<file path="config.mk">
export PLATFORM = sky130hd
export DESIGN_NAME = axi_lite_register_bus_controller
export DESIGN_NICKNAME = d
export VERILOG_FILES = /design/src/rtl/axi_lite_pkg.sv /design/src/rtl/axi_lite_capture_buffer.sv /design/src/rtl/axi_lite_register_bus_controller.sv
export SDC_FILE = /design/constraint.sdc
export NUM_CORES = 1
export LEC_CHECK = 0
export CORE_UTILIZATION = 41
export CTS_CLUSTER_SIZE = 16
export DETAILED_ROUTE_END_ITERATION = 6
export MAX_ROUTING_LAYER = met4
export PLACE_DENSITY = 0.77
export SYNTH_ARGS = -nofsm -noshare
export SYNTH_HDL_FRONTEND = slang
export SYNTH_SLANG_ARGS = --single-unit
</file>
<file path="constraint.sdc">
create_clock -name S_AXI_ACLK -period 1.51 [get_ports S_AXI_ACLK]
set_clock_uncertainty 0.05 [all_clocks]
set_input_delay 0.302 -clock S_AXI_ACLK [delete_from_list [all_inputs] [get_ports S_AXI_ACLK]]
set_output_delay 0.302 -clock S_AXI_ACLK [all_outputs]
set_load 0.05 [all_outputs]
</file>
<file path="src/rtl/axi_lite_pkg.sv">
// Shared response codes and controller state encoding for the AXI4-Lite register bus controller.
package axi_lite_pkg;

  localparam logic [1:0] RESP_OKAY   = 2'b00;
  localparam logic [1:0] RESP_SLVERR = 2'b10;
  localparam logic [1:0] RESP_DECERR = 2'b11;

  typedef enum logic [2:0] {
    IDLE,
    WR_ACCESS,
    WR_RESP,
    RD_ACCESS,
    RD_RESP
  } ctrl_state_t;

endpackage

</file>
<file path="src/rtl/axi_lite_capture_buffer.sv">
// One-entry capture register for an AXI channel; holds a beat until the owning response completes.
module axi_lite_capture_buffer #(
  parameter int unsigned WIDTH = 32
) (
  input  logic             clk_i,
  input  logic             rst_ni,
  input  logic             valid_i,
  input  logic [WIDTH-1:0] data_i,
  output logic             ready_o,
  input  logic             free_i,
  output logic             full_o,
  output logic [WIDTH-1:0] data_o
);

  logic             full_q, full_d;
  logic [WIDTH-1:0] data_q, data_d;

  // Handshake: a beat transfers on valid_i && ready_o; ready_o is low while the
  // entry is held and while in reset, and free_i releases the entry.
  assign ready_o = rst_ni & ~full_q;
  assign full_o  = full_q;
  assign data_o  = data_q;

  always_comb begin
    full_d = full_q;
    data_d = data_q;
    if (valid_i && ready_o) begin
      full_d = 1'b1;
      data_d = data_i;
    end else if (free_i) begin
      full_d = 1'b0;
    end
  end

  always_ff @(posedge clk_i or negedge rst_ni) begin
    if (!rst_ni) begin
      full_q <= 1'b0;
      data_q <= '0;
    end else begin
      full_q <= full_d;
      data_q <= data_d;
    end
  end

endmodule

</file>
<file path="src/rtl/axi_lite_register_bus_controller.sv">
// AXI4-Lite slave that turns AW/W/AR traffic into single req/ack register accesses with
// round-robin read/write arbitration, range decode and a bounded wait for reg_ack.
module axi_lite_register_bus_controller
  import axi_lite_pkg::*;
#(
  parameter int unsigned ADDR_WIDTH      = 32,
  parameter int unsigned DATA_WIDTH      = 32,
  parameter int unsigned REG_INDEX_WIDTH = 8,
  parameter int unsigned TIMEOUT_CYCLES  = 255
) (
  input  logic                         S_AXI_ACLK,
  input  logic                         S_AXI_ARESETN,
  input  logic [ADDR_WIDTH-1:0]        S_AXI_AWADDR,
  input  logic [2:0]                   S_AXI_AWPROT,
  input  logic                         S_AXI_AWVALID,
  output logic                         S_AXI_AWREADY,
  input  logic [DATA_WIDTH-1:0]        S_AXI_WDATA,
  input  logic [DATA_WIDTH/8-1:0]      S_AXI_WSTRB,
  input  logic                         S_AXI_WVALID,
  output logic                         S_AXI_WREADY,
  output logic [1:0]                   S_AXI_BRESP,
  output logic                         S_AXI_BVALID,
  input  logic                         S_AXI_BREADY,
  input  logic [ADDR_WIDTH-1:0]        S_AXI_ARADDR,
  input  logic [2:0]                   S_AXI_ARPROT,
  input  logic                         S_AXI_ARVALID,
  output logic                         S_AXI_ARREADY,
  output logic [DATA_WIDTH-1:0]        S_AXI_RDATA,
  output logic [1:0]                   S_AXI_RRESP,
  output logic                         S_AXI_RVALID,
  input  logic                         S_AXI_RREADY,
  output logic [REG_INDEX_WIDTH-1:0]   reg_index,
  output logic                         reg_wr_en,
  output logic                         reg_rd_en,
  output logic [DATA_WIDTH-1:0]        reg_wdata,
  output logic [DATA_WIDTH/8-1:0]      reg_wstrb,
  input  logic [DATA_WIDTH-1:0]        reg_rdata,
  input  logic                         reg_ack,
  input  logic                         reg_err,
  output ctrl_state_t                  dbg_state_o
);

  localparam int unsigned STRB_W = DATA_WIDTH / 8;
  localparam int unsigned IDX_HI = REG_INDEX_WIDTH + 1;
  localparam int unsigned CNT_W  = $clog2(TIMEOUT_CYCLES + 1);
  localparam logic [CNT_W-1:0] CNT_LAST = CNT_W'(TIMEOUT_CYCLES - 1);

  ctrl_state_t              state_q, state_d;
  logic                     wr_first_q, wr_first_d;
  logic [CNT_W-1:0]         cnt_q, cnt_d;
  logic [1:0]               resp_q, resp_d;
  logic [DATA_WIDTH-1:0]    rdata_q, rdata_d;

  logic                     aw_full, w_full, ar_full;
  logic [ADDR_WIDTH-1:0]    aw_addr, ar_addr;
  logic [STRB_W+DATA_WIDTH-1:0] w_beat;
  logic                     wr_free, rd_free;
  logic                     aw_hs, w_hs, ar_hs;
  logic                     wr_elig, rd_elig, wr_oor, rd_oor;
  logic                     unused_bits;

  axi_lite_capture_buffer #(.WIDTH(ADDR_WIDTH)) u_aw_buf (
    .clk_i(S_AXI_ACLK), .rst_ni(S_AXI_ARESETN), .valid_i(S_AXI_AWVALID), .data_i(S_AXI_AWADDR),
    .ready_o(S_AXI_AWREADY), .free_i(wr_free), .full_o(aw_full), .data_o(aw_addr)
  );

  axi_lite_capture_buffer #(.WIDTH(STRB_W + DATA_WIDTH)) u_w_buf (
    .clk_i(S_AXI_ACLK), .rst_ni(S_AXI_ARESETN), .valid_i(S_AXI_WVALID),
    .data_i({S_AXI_WSTRB, S_AXI_WDATA}), .ready_o(S_AXI_WREADY), .free_i(wr_free),
    .full_o(w_full), .data_o(w_beat)
  );

  axi_lite_capture_buffer #(.WIDTH(ADDR_WIDTH)) u_ar_buf (
    .clk_i(S_AXI_ACLK), .rst_ni(S_AXI_ARESETN), .valid_i(S_AXI_ARVALID), .data_i(S_AXI_ARADDR),
    .ready_o(S_AXI_ARREADY), .free_i(rd_free), .full_o(ar_full), .data_o(ar_addr)
  );

  assign aw_hs = S_AXI_AWVALID & S_AXI_AWREADY;
  assign w_hs  = S_AXI_WVALID  & S_AXI_WREADY;
  assign ar_hs = S_AXI_ARVALID & S_AXI_ARREADY;

  // Beats handshaking this cycle count as eligible so a grant lands the same cycle they arrive.
  assign wr_elig = (aw_full | aw_hs) & (w_full | w_hs);
  assign rd_elig = ar_full | ar_hs;
  assign wr_oor  = aw_full ? |aw_addr[ADDR_WIDTH-1:IDX_HI+1] : |S_AXI_AWADDR[ADDR_WIDTH-1:IDX_HI+1];
  assign rd_oor  = ar_full ? |ar_addr[ADDR_WIDTH-1:IDX_HI+1] : |S_AXI_ARADDR[ADDR_WIDTH-1:IDX_HI+1];

  assign reg_wr_en    = (state_q == WR_ACCESS);
  assign reg_rd_en    = (state_q == RD_ACCESS);
  assign reg_index    = reg_wr_en ? aw_addr[IDX_HI:2] : (reg_rd_en ? ar_addr[IDX_HI:2] : '0);
  assign reg_wdata    = reg_wr_en ? w_beat[DATA_WIDTH-1:0] : '0;
  assign reg_wstrb    = reg_wr_en ? w_beat[STRB_W+DATA_WIDTH-1:DATA_WIDTH] : '0;

  assign S_AXI_BVALID = (state_q == WR_RESP);
  assign S_AXI_BRESP  = S_AXI_BVALID ? resp_q : RESP_OKAY;
  assign S_AXI_RVALID = (state_q == RD_RESP);
  assign S_AXI_RRESP  = S_AXI_RVALID ? resp_q : RESP_OKAY;
  assign S_AXI_RDATA  = S_AXI_RVALID ? rdata_q : '0;
  assign wr_free      = S_AXI_BVALID & S_AXI_BREADY;
  assign rd_free      = S_AXI_RVALID & S_AXI_RREADY;
  assign dbg_state_o  = state_q;

  assign unused_bits = ^{S_AXI_AWPROT, S_AXI_ARPROT, aw_addr[1:0], ar_addr[1:0]};

  always_comb begin
    state_d    = state_q;
    wr_first_d = wr_first_q;
    cnt_d      = cnt_q;
    resp_d     = resp_q;
    rdata_d    = rdata_q;
    unique case (state_q)
      IDLE: begin
        cnt_d = '0;
        if (wr_elig && (!rd_elig || wr_first_q)) begin
          if (rd_elig) wr_first_d = 1'b0;
          if (wr_oor) begin
            state_d = WR_RESP;
            resp_d  = RESP_DECERR;
          end else begin
            state_d = WR_ACCESS;
          end
        end else if (rd_elig) begin
          if (wr_elig) wr_first_d = 1'b1;
          if (rd_oor) begin
            state_d = RD_RESP;
            resp_d  = RESP_DECERR;
            rdata_d = '0;
          end else begin
            state_d = RD_ACCESS;
          end
        end
      end
      WR_ACCESS: begin
        if (reg_ack) begin
          state_d = WR_RESP;
          resp_d  = reg_err ? RESP_SLVERR : RESP_OKAY;
        end else if (cnt_q == CNT_LAST) begin
          state_d = WR_RESP;
          resp_d  = RESP_SLVERR;
        end else begin
          cnt_d = cnt_q + 1'b1;
        end
      end
      RD_ACCESS: begin
        if (reg_ack) begin
          state_d = RD_RESP;
          resp_d  = reg_err ? RESP_SLVERR : RESP_OKAY;
          rdata_d = reg_err ? '0 : reg_rdata;
        end else if (cnt_q == CNT_LAST) begin
          state_d = RD_RESP;
          resp_d  = RESP_SLVERR;
          rdata_d = '0;
        end else begin
          cnt_d = cnt_q + 1'b1;
        end
      end
      WR_RESP: if (S_AXI_BREADY) state_d = IDLE;
      RD_RESP: if (S_AXI_RREADY) state_d = IDLE;
      default: state_d = IDLE;
    endcase
  end

  always_ff @(posedge S_AXI_ACLK or negedge S_AXI_ARESETN) begin
    if (!S_AXI_ARESETN) begin
      state_q    <= IDLE;
      wr_first_q <= 1'b1;
      cnt_q      <= '0;
      resp_q     <= RESP_OKAY;
      rdata_q    <= '0;
    end else begin
      state_q    <= state_d;
      wr_first_q <= wr_first_d;
      cnt_q      <= cnt_d;
      resp_q     <= resp_d;
      rdata_q    <= rdata_d;
    end
  end

endmodule

</file>
# Word-level counts from Yosys, hierarchy flattened
# Index checks and enable logic that the tools add are counted.
[totals]
reg_bits = 149
in_bits = 147
out_inout_bits = 90
wordCells = 115
[classes]
n_addsub = 1
eq_ne = 18
n_mux = 47
bitwise = 15
reduce_logical = 23
[op_table]
columns = ["operator", "n"]
rows = [
  ["32-bit 2-to-1 mux", 8],
  ["22-bit OR reduction", 4],
  ["32-bit one-hot mux with 2 select lines", 1],
  ["8-bit 2-to-1 mux", 4],
  ["3-bit 2-to-1 mux", 9],
  ["2-bit 2-to-1 mux", 10],
  ["8-bit one-hot mux with 2 select lines", 1],
  ["3-bit one-hot mux with 5 select lines", 1],
  ["5-bit AND reduction", 3],
  ["2-bit nonzero test", 6],
  ["1-bit 2-to-1 mux", 11],
  ["2-bit != test, second input constant", 5],
  ["1-bit bitwise AND", 9],
  ["3-bit by 1-bit != test with 1-bit output, second input constant", 3],
  ["3-bit != test, second input constant", 3],
  ["8-bit by 1-bit adder with 8-bit output, second input constant", 1],
  ["8-bit equality test, second input constant", 1],
  ["3-bit by 2-bit equality test with 1-bit output, second input constant", 2],
  ["3-bit AND reduction", 2],
  ["1-bit logical AND", 4],
  ["4-bit 2-to-1 mux", 1],
  ["2-bit by 1-bit != test with 1-bit output, second input constant", 2],
  ["2-bit one-hot mux with 2 select lines", 1],
  ["3-bit by 1-bit equality test with 1-bit output, second input constant", 1],
  ["other kinds (7)", 11],
]

# Longest topological paths before layout
# Gate-level depths: netlist of run 1.
[logic_depth]
word_depth = 9
mapped_depth = 8
depth_no_buf = 7

# By module
# Synthesis of run 1 repeated with hierarchy kept, for this count alone.
[unflattened]
hier_cells = 567
hier_area_um2 = 7390.8
[modules_own_cells]
columns = ["module", "instances", "cells_each", "area_each_um2", "seq_area_each_um2"]
rows = [
  ["axi_lite_register_bus_controller", 1, 342, 3114.2, 1152.4],
  ["axi_lite_capture_buffer at u_ar_buf ...", 2, 72, 1363.8, 825.8],
  ["axi_lite_capture_buffer at u_w_buf", 1, 81, 1549.0, 925.9],
]

# Worst setup path after synthesis of run 1
# No wires, ideal clock.
[synth_timing]
path_kind = "register to output"
from = "register state_q[2], in the netlist dbg_state_o[2]"
to = "output port S_AXI_RDATA[23]"
arrival_ns = 2.232
required_ns = 1.158
setup_slack_ns = -1.074
stages_incl_launch_ff = 4
n_path_buf = 1
cell_sequence = "dfrtp_1 > nor3b_2 > clkbuf_1 > and2_1"
[synth_via]
elab_chain_cells = 2
[synth_rtl]
columns = ["element", "line_no", "source"]
rows = [
  ["start, declared", "axi_lite_register_bus_controller.sv:48", "ctrl_state_t state_q, state_d;"],
  ["start signal, assigned", "axi_lite_register_bus_controller.sv:171", "state_q <= state_d;"],
  ["3-bit equality test", "axi_lite_register_bus_controller.sv:96", "assign S_AXI_RVALID = (state_q == RD_RESP);"],
  ["via S_AXI_RVALID", "axi_lite_register_bus_controller.sv:30", "output logic S_AXI_RVALID,"],
  ["32-bit 2-to-1 mux", "axi_lite_register_bus_controller.sv:98", "assign S_AXI_RDATA = S_AXI_RVALID ? rdata_q : '0;"],
  ["end, declared", "axi_lite_register_bus_controller.sv:28", "output logic [DATA_WIDTH-1:0] S_AXI_RDATA,"],
]
# The timed path passes the listed nets, and every way through them passes these cells.

# Worst setup path after layout of run 1
[layout_timing]
from = "register state_q[0], in the netlist dbg_state_o[0]"
to = "output port S_AXI_RDATA[20]"
[layout_via]
elab_chain_cells = 2
[layout_rtl]
columns = ["element", "line_no"]
rows = [
  ["3-bit equality test", "axi_lite_register_bus_controller.sv:96"],
  ["32-bit 2-to-1 mux", "axi_lite_register_bus_controller.sv:98"],
]
# No other way between the ends.

==> metrics.md, run 1 <==
| Metric | Value |
|---|---|
| Outcome | `finished with violations` |
| Violations in the final reports | `setup timing` |
| Setup CP Type | `flop to primary output` |
| RSZ-0062 raised after global routing | `true` |
| H-tree depth | `4` |
| CP top delay family | `buffers and inverters` |
| Sequential area share after synthesis | `0.5408` |
| Post-route ant nets | `0` |
| Yosys top cell by area | `dfrtp_1` |
| CP Cell Sequence | `buf_8, nor3b_4, buf_6, clkbuf_16, and2_4, buf_12` |
| Final Hold Vio Count | `0` |
| Skew-Pair Late Insertion Delay | `0.43 ns` |
| MaxCap Viol Count | `0` |
| First-pass GRT wire length | `33.02 mm` |
| FMAX | `0.4430 GHz` |
| Rel. slew slack | `0.5709` |
| CTS max path bufs | `2` |
| Critical path startpoint | `dbg_state_o[0]$_DFFE_PN0P_` |
| Top post-synthesis cells by area | `dfrtp_1, mux2_2, a22o_1` |
| Clk slew on worst S/H paths | `0.06 ns` |
| Area post-placement | `0.01089 sq mm` |
| Worst slew pin tran | `0.6436 ns` |
| Yosys top cell area share | `0.5369` |
| Avg Inst Size Synth | `12.18 sq um` |
| DRT iter0 DRCs | `319` |
| Pre-Repair DR Iteration Count | `4` |
| Final HPWL from detailed placement | `13.99 mm` |
| FFs w/ async S/R, synth | `1.000` |
| Final setup fails | `168` |
| Reg2reg setup slack | `-0.63 ns` |
| Root buffer cell | `clkbuf_16` |
| Ys flop type | `dfrtp_1` |
| Syn nets | `700` |
| GP Congestion | `0.8439` |
| Worst r2r path cells | `9` |
| Crit Reg-Reg Endpoint | `rdata_q[29]$_DFFE_PN0P_` |
| Drt total wl | `23.85 mm` |
| Startpoint types | `flop` |
| Final nets | `1,018` |
| Final Core Density | `0.8065` |
| Largest net degree at the start of global routing | `123` |
| DIE HEIGHT | `129.9 um` |
| Synth Cell Area | `0.006711 sq mm` |
| All-Layer GR Usage | `0.2696` |
| Initial antenna violation count | `0` |
| Via/cell ratio | `5.448` |
| Synth cell types | `45` |
| Finished Cell Area | `0.01286 sq mm` |
| Die area | `0.01688 sq mm` |
| Max FO, Critical Path | `6` |
| Final min period | `2.258 ns` |
| Largest stage delay, worst path | `0.49 ns` |
| Setup slack at placement | `-0.8420 ns` |
| Setup ws final | `-0.7475 ns` |
| Drt wl/cell | `21.72 um` |
| Synth warn | `0` |
| Clk sink count | `145` |
| Peak VDD IR | `1.242 mV` |
| Register bit total from synthesis | `145` |
| Critical Path AT | `1.91 ns` |
| GRT overflow | `0` |
| Fin Hold WS | `0.05745 ns` |
| Leak pwr | `5.700 nW` |
| Fin crit share | `1.495` |
| Pwr/cell area | `1724 mW/mm^2` |
| Worst r2r src | `dbg_state_o[2]$_DFFE_PN0P_` |
| Via Count | `5,982` |
| Placement row count | `46` |
| Layout cells sized above 1 | `0.5374` |
| Initial core utilization | `0.4210` |
| Vias in the first global route | `6,323` |
| Synth-to-Final Area Change | `91.59%` |
| N_diodes | `0` |
| Core footprint | `0.01594 sq mm` |
| TritonCTS buffer count | `17` |
| TritonCTS clock tree | `built` |
| Setup TNS | `-82.68 ns` |
| Post-route DRC | `0` |
| Final Max Slew Viols | `0` |
| CP Capture Type | `primary output` |
| Post-synth EDFFs | `0` |
| Tightest Hold Check Type | `input port to async pin` |
| Chip width | `129.9 um` |
| I/O pins | `237` |
| Slowest CP cell | `dfrtp_4` |
| IO buf count | `226` |
| WP buf/inv | `4` |
| WP data required | `1.16 ns` |
| Gate count of the mapped netlist | `551` |
-- layout make-up --
type,count,area [sq um]
Fill cell,849,3084
Multi-Input combinational cell,365,3727
Clock inverter,11,128.9
Timing Repair Buffer,331,4601
Clock buffer,21,450.4
Sequential cell,145,3641
Inverter,9,40.04
Tap cell,216,270.3
-- placed cells by master (no fill, tap or decap), drive strengths merged, types with 2 or more instances in the layout --
master         netlist  routed
buf                 20     183
dfrtp              144     144
clkdlybuf4s50        0     132
mux2                96      96
and3                39      39
and2                34      34
a22o                33      33
a21o                32      32
clkbuf              13      32
nor2                24      25
nor4                18      18
nand2               17      17
inv                  9      11
mux2i                8       8
nor3                 8       8
xnor2                7       7
o21ai                6       6
nand4                5       5
nand3                5       5
a21oi                4       4
clkinv               0       4
clkinvlp             0       3
nor2b                3       3
dlymetal6s2s         0       3
nor4b                2       2
ha                   2       2
bufinv               0       2
nand2b               2       2
o22ai                2       2
a31oi                2       2
a211oi               2       2
-- what timing repair did --
action / CTS / global route
pin swaps: 66 / 30
setup endpoints to repair: 136 / 205
buffers inserted: 23 / 17
endpoints found under the hold margin: 23 / 1
gates cloned: 8 / 14
hold buffers: 1 / 1
gates resized for setup: 84 / 64
-- cells by family after synthesis --
| kind of cell | Yosys count | synth area share |
|---|---|---|
| buffers and inverters | 42 | 0.03095 |
| adder cells (fa/ha/maj) | 2 | 0.003728 |
| flip-flops | 145 | 0.5408 |
| AO/OA/AOI/OAI | 89 | 0.1050 |
| XOR/XNOR | 8 | 0.01044 |
| multiplexers | 104 | 0.1730 |
| AND/OR/NAND/NOR | 161 | 0.1361 |
-- power breakdown --
group	internal (mW)	leakage (nW)	total, mW	switching (mW)
clock network	2.49	0.278	4.18	1.69
registers	5.43	1.79	6.52	1.09
logic	6.20	3.63	11.5	5.26
total	14.1	5.70	22.2	8.05
-- registers in the layout, summed over array words and instances, names as in the netlist --
| name | cells |
|---|---|
| u_w_buf.data_o | 36 |
| u_ar_buf.data_o | 30 |
| u_w_buf.full_o | 1 |
| u_aw_buf.full_o | 1 |
| cnt_q | 8 |
| u_aw_buf.data_o | 30 |
| dbg_state_o | 3 |
| resp_q | 2 |
| rdata_q | 32 |
| wr_first_q | 1 |
| u_ar_buf.full_o | 1 |
-- cells in the mapped netlist, types with 2 or more instances --
cell,n
a21o_1,32
a21oi_1,4
a22o_1,33
a31oi_1,2
and2_1,34
and3_1,39
buf_2,16
buf_6,4
clkbuf_1,13
dfrtp_1,144
ha_1,2
inv_1,9
mux2_2,96
mux2i_1,8
nand2_1,16
nand2b_1,2
nand3_1,5
nand4_1,5
nor2_1,21
nor2_2,3
nor2b_1,3
nor3_1,8
nor4_1,18
nor4b_1,2
o21ai_0,5
o22ai_1,2
xnor2_1,7
-- routing by layer --
metal / wire [um] / GRT usage / up-vias
met4: 843 / 0.1053 / 0
met1: 8902 / 0.2996 / 3023
met2: 12740 / 0.4618 / 247
met5: 0 / - / -
li1: - / - / 2648
met3: 1369 / 0.07175 / 64
-- metrics by stage --
stage / cells / total power [mW]
floorplan: 551 / 11.30
global placement: 1008 / 14.46
detailed placement: 1008 / 14.87
CTS: 1071 / 20.95
global route: 1098 / 23.06
finish: 1098 / 22.17
-- worst max path at each step --
stage               slack [ns]  cells past startpoint                 endpoint
finish                   -0.75                      6          S_AXI_RDATA[20]
global route             -0.78                      6          S_AXI_RDATA[20]
CTS                      -0.68                      6           S_AXI_RDATA[2]
detailed placement       -0.84                      5  rdata_q[14]$_DFFE_PN0P_
global placement         -0.74                      5  rdata_q[28]$_DFFE_PN0P_
floorplan                -0.31                      4          S_AXI_RDATA[23]
-- worst reg2reg max path: cells and delay by family, from the launching register on --
kind            cells  cell delay, ns
buf+inv             4            0.64
flops               1            0.49
simple gates        2            0.61
compound gates      3            0.32
Power figures use the tool's default switching activity.
==> run 2, diff against run 1 <==
--- a/config.mk
+++ b/config.mk
@@ -5,11 +5,11 @@
 export SDC_FILE = /design/constraint.sdc
 export NUM_CORES = 1
 export LEC_CHECK = 0
-export CORE_UTILIZATION = 41
+export CORE_UTILIZATION = 49
 export CTS_CLUSTER_SIZE = 16
 export DETAILED_ROUTE_END_ITERATION = 6
 export MAX_ROUTING_LAYER = met4
-export PLACE_DENSITY = 0.77
+export PLACE_DENSITY = 0.86
 export SYNTH_ARGS = -nofsm -noshare
 export SYNTH_HDL_FRONTEND = slang
 export SYNTH_SLANG_ARGS = --single-unit
==> constraint.sdc (replaced) <==
create_clock -name S_AXI_ACLK -period 2.7 [get_ports S_AXI_ACLK]
set_clock_uncertainty 0.05 [all_clocks]
set_input_delay 0.54 -clock S_AXI_ACLK [delete_from_list [all_inputs] [get_ports S_AXI_ACLK]]
set_output_delay 0.54 -clock S_AXI_ACLK [all_outputs]
set_load 0.05 [all_outputs]
==> metrics.md, run 2 (synthesized netlist as in run 1, its figures left out) <==
| Metric | Value |
|---|---|
| NetSw | `3.441 mW` |
| First-pass GRT wire length | `29.01 mm` |
| H-tree depth | `4` |
| Fin Hold WS | `0.4458 ns` |
| Largest net degree at the start of global routing | `71` |
| Final nets | `929` |
| Drt total wl | `17.93 mm` |
| Sw frac | `0.3498` |
| Skew-Pair Late Insertion Delay | `0.41 ns` |
| Setup ws final | `0.07584 ns` |
| Setup TNS | `0 ns` |
| Clk sink count | `145` |
| TritonCTS clock tree | `built` |
| I/O pins | `237` |
| All-Layer GR Usage | `0.2716` |
| Vias in the first global route | `5,805` |
| Setup slack at placement | `0.1123 ns` |
| Post-CTS setup buffer count | `0` |
| Clk slew on worst S/H paths | `0.06 ns` |
| Startpoint types | `flop` |
| Met2 Usage GRT | `0.4637` |
| Comb pwr share | `0.398` |
| CTS max path bufs | `2` |
| Multi-input gate area in the final layout | `0.002874 sq mm` |
| Post-route ant nets | `0` |
| Fin crit share | `0.9719` |
| Leak pwr | `4.887 nW` |
| Hold path startpoint | `rdata_q[9]$_DFFE_PN0P_` |
| Initial antenna violation count | `0` |
| Placement row count | `42` |
| Peak VDD IR | `0.7199 mV` |
| Tightest Hold Check Type | `flop to flop` |
| Setup CP Type | `flop to primary output` |
| DIE HEIGHT | `119.0 um` |
| Finished Cell Area | `0.01051 sq mm` |
| Synth-to-Final Area Change | `56.56%` |
| Reg2reg setup slack | `0.36 ns` |
| Post-route DRC | `0` |
| Pwr/cell area | `936.3 mW/mm^2` |
| Crit Reg-Reg Endpoint | `rdata_q[26]$_DFFE_PN0P_` |
| GRT busiest layer | `met2` |
| Chip width | `119.0 um` |
| GP Congestion | `0.8237` |
| Final min period | `2.624 ns` |
| Fill cells | `772` |
| TritonCTS buffer count | `17` |
| Via/cell ratio | `5.511` |
| Pre-Repair DR Iteration Count | `4` |
| Worst r2r src | `dbg_state_o[2]$_DFFE_PN0P_` |
| Final Core Density | `0.7903` |
| Initial core utilization | `0.5048` |
| WP data required | `2.11 ns` |
| GRT overflow | `0` |
| FMAX | `0.3811 GHz` |
| Core footprint | `0.01330 sq mm` |
| Outcome | `finished, final reports clean` |
| Pint | `6.397 mW` |
| CP Cell Sequence | `nand2b_1, nor2_1, clkdlybuf4s50_1` |
| N_diodes | `0` |
| Die area | `0.01417 sq mm` |
| Root buffer cell | `clkbuf_16` |
| MaxCap Viol Count | `0` |
| Final setup fails | `0` |
| Clk pwr share | `0.243` |
| Met3 Use GR | `0.06322` |
| Largest stage delay, worst path | `0.84 ns` |
| Final instance count without filler cells | `969` |
| RSZ-0062 raised after global routing | `false` |
| Most common cell after layout, fill and taps aside | `dfrtp_1` |
| Final Max Slew Viols | `0` |
| Layout cells sized above 1 | `0.3001` |
| Worst slew pin tran | `0.8653 ns` |
| Area post-placement | `0.009889 sq mm` |
| Hold depth | `1` |
| Register Area | `0.003630 sq mm` |
| IO buf count | `226` |
| Critical Path AT | `2.03 ns` |
| Final Hold Vio Count | `0` |
| Most frequent cells in the layout | `dfrtp_1, clkdlybuf4s50_1, mux2_2` |
| Via Count | `5,340` |
| Slowest CP cell | `clkdlybuf4s50_1` |
| Final HPWL from detailed placement | `12.94 mm` |
| Hold Crit Endpoint | `rdata_q[9]$_DFFE_PN0P_` |
| Drt wl/cell | `18.50 um` |
| CP Capture Type | `primary output` |
| Met1 usage | `0.3121` |
| Worst r2r path cells | `7` |
| Max FO, Critical Path | `7` |
| Rel. slew slack | `0.4231` |
| Max reg flops | `36` |
| DRT iter0 DRCs | `358` |
| Placed instance count | `936` |
| Flop pwr share | `0.359` |
| Pwr Total | `9.838 mW` |
[run 2: changes by cell type in the layout (fill, tap and decap cells not counted), sizes merged, moves of 2 or more]
| cell | before | now |
|---|---|---|
| clkdlybuf4s50 | 132 | 139 |
| buf | 183 | 103 |
| dlymetal6s2s | 3 | 0 |
| clkbuf | 32 | 23 |
| clkinvlp | 3 | 1 |
| inv | 11 | 9 |
[run 2: final cells by class]
cell class,instances,share of cell area
clock buffers,23,0.04549
clock inverters,9,0.01238
inverters,9,0.003215
multi-input cells,364,0.2735
flip-flops and latches,145,0.3454
well taps,176,0.02096
repair buffers,243,0.2990
[run 2: worst max-delay path by stage]
stage | start | endpoint | cells past startpoint
2_1_floorplan | dbg_state_o[1]$_DFFE_PN0P_ | S_AXI_BVALID | 3
3_3_place_gp | S_AXI_ARADDR[27] | dbg_state_o[2]$_DFFE_PN0P_ | 7
3_5_place_dp | S_AXI_ARADDR[21] | dbg_state_o[2]$_DFFE_PN0P_ | 7
4_1_cts | dbg_state_o[2]$_DFFE_PN0P_ | reg_wr_en | 3
5_1_grt | dbg_state_o[2]$_DFFE_PN0P_ | reg_wr_en | 3
6_report | dbg_state_o[2]$_DFFE_PN0P_ | reg_wr_en | 3
[run 2: metal layers]
metal / share of wire / wire length (um) / vias up
li1: - / - / 2463
met1: 0.40 / 7097 / 2666
met2: 0.53 / 9521 / 176
met3: 0.052 / 925 / 35
met4: 0.022 / 387 / 0
met5: 0 / 0 / -
[run 2: critical path, delay by kind of cell (launching register included)]
kind | cells | cell delay [ns]
and+or+nand+nor | 2 | 0.31
DFF | 1 | 0.48
buffers and inverters | 1 | 0.84
[run 2: power groups by stage]
| stage | Combinational (mW) | Clock (mW) | Sequential (mW) |
|---|---|---|---|
| after floorplan | 2.43 | 0 | 3.42 |
| after global placement | 3.78 | 0 | 3.44 |
| after detailed placement | 3.92 | 0 | 3.55 |
| after CTS | 3.95 | 2.43 | 3.52 |
| after global routing | 4.16 | 2.54 | 3.62 |
| final | 3.91 | 2.39 | 3.53 |
[run 2: repair_timing]
item | 4_1_cts | 5_1_grt
gates resized for setup | 0 | 0
hold buffers | 1 | 0
endpoints found under the hold margin | 17 | 0
